--- config.mk ---
export PLATFORM = sky130hd
export DESIGN_NAME = muldiv_unit
export DESIGN_NICKNAME = d
export VERILOG_FILES = /design/src/rtl/muldiv_pkg.sv /design/src/rtl/muldiv_sign.sv /design/src/rtl/muldiv_unit.sv
export SDC_FILE = /design/constraint.sdc
export NUM_CORES = 1
export LEC_CHECK = 0
export BUFFER_PORTS_ARGS = -buffer_cell sky130_fd_sc_hd__buf_2
export CAP_MARGIN = 40
export CORE_MARGIN = 1.5
export CORE_UTILIZATION = 40
export DETAILED_ROUTE_END_ITERATION = 7
export GPL_ROUTABILITY_DRIVEN = 0
export GPL_TIMING_DRIVEN = 1
export PLACE_DENSITY_LB_ADDON = 0.08
export SYNTH_ARGS = -nofsm -noshare
export SYNTH_HDL_FRONTEND = slang
export SYNTH_SLANG_ARGS = --single-unit
--- constraint.sdc ---
create_clock -name clk -period 12 [get_ports clk]
set_input_delay 0.6 -clock clk [delete_from_list [all_inputs] [get_ports clk]]
set_output_delay 0.6 -clock clk [all_outputs]
set_load 0.02 [all_outputs]
--- src/rtl/muldiv_pkg.sv ---
// Shared definitions for the iterative RV32M multiply/divide unit.
package muldiv_pkg;

  localparam int unsigned XLEN    = 32;
  localparam int unsigned MD_ITER = 32;
  localparam int unsigned CNT_W   = $clog2(MD_ITER);

  typedef enum logic [2:0] {
    OP_MUL    = 3'b000,
    OP_MULH   = 3'b001,
    OP_MULHSU = 3'b010,
    OP_MULHU  = 3'b011,
    OP_DIV    = 3'b100,
    OP_DIVU   = 3'b101,
    OP_REM    = 3'b110,
    OP_REMU   = 3'b111
  } md_op_e;

  typedef enum logic [1:0] {
    S_IDLE,
    S_PREP,
    S_CALC,
    S_FIX
  } md_state_e;

endpackage

--- src/rtl/muldiv_sign.sv ---
// Conditional two's-complement negate; yields |x| when neg is the sign bit.
module muldiv_sign #(
  parameter int unsigned W = 32
) (
  input  logic [W-1:0] value,
  input  logic         neg,
  output logic [W-1:0] result_c
);

  assign result_c = neg ? (~value + W'(1)) : value;

endmodule

--- src/rtl/muldiv_unit.sv ---
// Fixed-latency radix-2 RV32M multiply/divide: IDLE -> PREP -> CALC x32 -> FIX.
module muldiv_unit
  import muldiv_pkg::*;
(
  input  logic            clk,
  input  logic            rst,
  input  logic            start,
  input  logic            kill,
  input  logic [2:0]      op,
  input  logic [XLEN-1:0] A,
  input  logic [XLEN-1:0] B,
  output logic            busy,
  output logic            done,
  output logic [XLEN-1:0] R
);

  md_state_e        state, state_n;
  logic [CNT_W-1:0] cnt;
  md_op_e           op_q;
  logic [XLEN-1:0]  a_q, b_q;
  logic [XLEN:0]    acc;
  logic [XLEN-1:0]  lo, dvs;
  logic             neg_q;

  logic            is_mul, mul_hi, a_signed, b_signed, sign_a, sign_b, neg_res;
  logic [XLEN-1:0] mag_a, mag_b;
  logic [XLEN:0]   mul_sum, div_sh, div_diff;
  logic [2*XLEN-1:0] fix_in, fix_out;

  assign is_mul   = ~op_q[2];
  assign mul_hi   = (op_q[1:0] != 2'b00);
  assign a_signed = (op_q == OP_MULH) || (op_q == OP_MULHSU) || (op_q == OP_DIV) || (op_q == OP_REM);
  assign b_signed = (op_q == OP_MULH) || (op_q == OP_DIV) || (op_q == OP_REM);
  assign sign_a   = a_signed & a_q[XLEN-1];
  assign sign_b   = b_signed & b_q[XLEN-1];

  // Divide by zero must not flip the all-ones quotient; remainder follows the dividend.
  always_comb begin
    neg_res = 1'b0;
    if (is_mul)        neg_res = sign_a ^ sign_b;
    else if (op_q[1])  neg_res = sign_a;
    else               neg_res = (sign_a ^ sign_b) & (b_q != '0);
  end

  muldiv_sign #(.W(XLEN)) u_abs_a (.value(a_q), .neg(sign_a), .result_c(mag_a));
  muldiv_sign #(.W(XLEN)) u_abs_b (.value(b_q), .neg(sign_b), .result_c(mag_b));

  // Result correction: division results are zero-extended so the low half negates correctly.
  assign fix_in = is_mul ? {acc[XLEN-1:0], lo}
                         : {{XLEN{1'b0}}, (op_q[1] ? acc[XLEN-1:0] : lo)};
  muldiv_sign #(.W(2*XLEN)) u_fix (.value(fix_in), .neg(neg_q), .result_c(fix_out));

  // One iteration: shift-add for multiply, restoring shift-subtract for divide.
  always_comb begin
    mul_sum  = acc + (lo[0] ? {1'b0, dvs} : '0);
    div_sh   = {acc[XLEN-1:0], lo[XLEN-1]};
    div_diff = div_sh - {1'b0, dvs};
  end

  always_ff @(posedge clk or posedge rst) begin
    if (rst) state <= S_IDLE;
    else     state <= state_n;
  end

  always_comb begin
    state_n = state;
    case (state)
      S_IDLE: if (start) state_n = S_PREP;
      S_PREP: state_n = S_CALC;
      S_CALC: if (cnt == CNT_W'(MD_ITER - 1)) state_n = S_FIX;
      S_FIX:  state_n = S_IDLE;
      default: state_n = S_IDLE;
    endcase
    if (kill) state_n = S_IDLE;
  end

  always_ff @(posedge clk or posedge rst) begin
    if (rst) begin
      busy  <= 1'b0;
      done  <= 1'b0;
      R     <= '0;
      cnt   <= '0;
      op_q  <= OP_MUL;
      a_q   <= '0;
      b_q   <= '0;
      acc   <= '0;
      lo    <= '0;
      dvs   <= '0;
      neg_q <= 1'b0;
    end else begin
      busy <= (state_n != S_IDLE);
      done <= (state == S_FIX) && !kill;
      case (state)
        S_IDLE: begin
          if (start && !kill) begin
            op_q <= md_op_e'(op);
            a_q  <= A;
            b_q  <= B;
          end
        end
        S_PREP: begin
          cnt   <= '0;
          acc   <= '0;
          neg_q <= neg_res;
          lo    <= is_mul ? mag_b : mag_a;
          dvs   <= is_mul ? mag_a : mag_b;
        end
        S_CALC: begin
          cnt <= cnt + CNT_W'(1);
          if (is_mul) begin
            acc <= {1'b0, mul_sum[XLEN:1]};
            lo  <= {mul_sum[0], lo[XLEN-1:1]};
          end else begin
            acc <= div_diff[XLEN] ? div_sh : div_diff;
            lo  <= {lo[XLEN-2:0], ~div_diff[XLEN]};
          end
        end
        S_FIX: begin
          if (!kill) R <= (is_mul && mul_hi) ? fix_out[2*XLEN-1:XLEN] : fix_out[XLEN-1:0];
        end
        default: ;
      endcase
    end
  end

endmodule
==> results.cfg <==
[cts]
cts_buffers = 27
insertion_delay_ns = 0.58
clock-sinks = 206
cts-root-buf = clkbuf_16
cts.clk_slew.worst_paths_ns = 0.05
htree_levels = 1
cts_resized = 0
clk_path_buf_depth = 3
tritoncts = built
cts_setup_buffers = 0
cts-hold-fix-buffers = 0

[critical_path]
worstPathArrival_ns = 5.38
path_class = reg -> reg
worst-path-max-fanout = 40
end_kind = flip-flop
slowest_delay_ns = 0.53
cp_cell_sequence = inv_1 > fa_1 > nor2b_1 > o211ai_1 > a21oi_1 > a31oi_1 > o41a_1 > o21ai_0 > a31o_2 > a21o_1 > a21o_1 > ha_2 > buf_12 > nor2b_1 > a2111oi_0 > o32ai_1
cp_slowest_cell = o41a_1
cp_data_required_time_ns = 12.43
r2r_cells = 16
cp-start-kind = flip-flop

[synthesis]
synth_edf_count = 0
synth_area_um2 = 17190
yosysSeqAreaShare = 0.2999
syn_nets = 2202
avgSynthCellArea_um2 = 8.370
synth_top_cell_area_share = 0.2999
synth_ff_type = dfrtp_1
ys_seq_elements = 206
async_flop_share = 1.000
yosysTopAreaCell = dfrtp_1
synth_area_leaders = dfrtp_1, mux2_2, ha_1, xnor2_1, a21oi_1
yosys_warnings = 0
yosysMostFrequentCell = dfrtp_1
synth.distinct_cells = 101
synth_common_cells = dfrtp_1, nand2_1, nor2_1
synth_cells = 2054

[drt]
postRouteAntennaNets = 0
vias = 16104
drtIter0Drc = 1390
dr.pass1.iters = 5
wl_per_cell_um = 23.59
routed_via_density = 6.088
drc = 0
drt_wl_total_um = 62400

[global_route]
grt_pass1_vias = 15506
grt_overflow = 0
antenna_found_initial = 2
grt_max_degree = 110
track_usage = 0.2807
grt_first_pass_wirelength_um = 94990

[floorplanning]
num_rows = 75
die_w_um = 210.3
pin_count = 105
coreArea_um2 = 42130
die-area_um2 = 44230
start_util = 0.4080
die_h_um = 210.3

[hold_path]
hp-class = in -> async

[sta]
rsz0062_at_grt = no
maxSlewHeadroom = 0.3623
fin_crit_ns = 4.952
hold_violations = 0
worstMarginPinSlew_ns = 0.9546
slew_viol_final = 0
finalClockSkew_ns = 0.01950
final.setup.tns_ns = 0
worst_hold_slack_ns = 0.1752
fin_crit_sh = 0.4127
fmax_ghz = 0.2019
setup_viol = 0

[final_layout]
final_area_um2 = 18960
nFillCells = 4210
syn2layout_area_growth_pct = 10.28
instances_no_fill = 2645
utilization = 0.4500
antenna_cells = 0
drive_above_1_share = 0.1453
nets = 2237

[pwr]
p_leak_nw = 8.199
ir_drop_v = 0.0001681
power_density_nw_per_um2 = 314.5

[run]
maxCapViolCount = 0

[status]
outcome = completed

[placement]
dpl.cell_count = 2597
place_area_um2 = 18130
numPortBuffers = 104
dp_hpwl_um = 47660
## per-stage QoR
step / total power, mW / worst slack, ns
final: 5.964 / 7.048
after detailed placement: 5.142 / 7.200
after floorplan: 3.976 / 5.776
after global routing: 6.366 / 6.849
after global placement: 5.095 / 6.837
after CTS: 5.928 / 7.171
## final timing paths
check | from | endpoint | slack [ns]
setup / recovery | acc[0] | acc[30] | 7.05
hold / removal | rst | busy | 0.18
setup reg to reg | acc[0] | acc[30] | 7.05
hold reg to reg | R[23] | R[23] | 0.47
max in group asynchronous | rst | R[16] | 10.42
min in group clk | kill | state[1] | 0.24
## state kept, by name, indices dropped and copies added, names as in the netlist, 2 cells and up
signal and flops:
a_q 32, acc 33, state 2, R 32, dvs 32, op_q 3
b_q 32, cnt 5, lo 32
## cells in the final DEF (no fill, tap or decap), drive strengths merged, types with 12 or more instances in the layout
cell type	netlist	layout
a22o	13	13
o221ai	12	12
inv	87	89
ha	75	75
nor2b	12	12
o21ai	149	149
o31ai	26	26
nand4	12	12
buf	33	128
nor3	38	38
dfrtp	206	206
o22ai	24	24
a21o	41	41
nand3	28	28
a21oi	170	170
and3	12	12
a31oi	30	30
a211oi	42	42
o211ai	18	18
mux2i	65	65
nand2b	17	17
and2	40	40
xor2	50	50
clkbuf	91	41
nor4	20	20
nor2	186	186
nand2	189	189
xnor2	104	104
mux2	89	89
## routing by layer
| layer | part of all wire | up-vias | GRT usage | wire length [um] |
|---|---|---|---|---|
| li1 | - | 7550 | - | - |
| met1 | 0.45 | 7846 | 0.3880 | 28100 |
| met2 | 0.44 | 583 | 0.4421 | 27500 |
| met3 | 0.064 | 123 | 0.04187 | 4015 |
| met4 | 0.044 | 2 | 0.1077 | 2771 |
| met5 | 0.00021 | - | 0 | 13 |
## cells by family (layout without fill, tap and decap cells)
logic type / Yosys count / count (layout) / share of synthesized area
AO/OA/AOI/OAI: 634 / 634 / 0.2389
AND/OR/NAND/NOR: 611 / 611 / 0.1742
buffers and inverters: 213 / 265 / 0.04862
flip-flops: 206 / 206 / 0.2999
multiplexers: 159 / 159 / 0.1031
XOR/XNOR: 154 / 154 / 0.07846
adder cells (fa/ha/maj): 77 / 77 / 0.05691
## cell type report
cell class,instances,area [um2],area share
clock buffer,39,760.7,0.04012
clock inverter,7,55.05,0.002904
inverter,89,341.6,0.01802
multi-input combinational,1635,11210,0.5914
sequential,206,5159,0.2721
tap,539,674.4,0.03557
timing repair buffer,130,755.7,0.03986
## worst max-delay path, delay by kind of cell (launching register included)
kind,cells,cell delay (ns)
compound gates,10,2.80
fa+ha+maj,2,0.82
flops,1,0.45
buf+inv,2,0.39
simple gates,2,0.35
## power breakdown
group | switching [mW] | internal (mW) | total [mW]
clock network | 0.329 | 0.438 | 0.767
logic | 2.32 | 1.41 | 3.73
registers | 0.476 | 0.993 | 1.47
total | 3.12 | 2.84 | 5.96
Note: power is estimated with default switching activity, not from simulation.
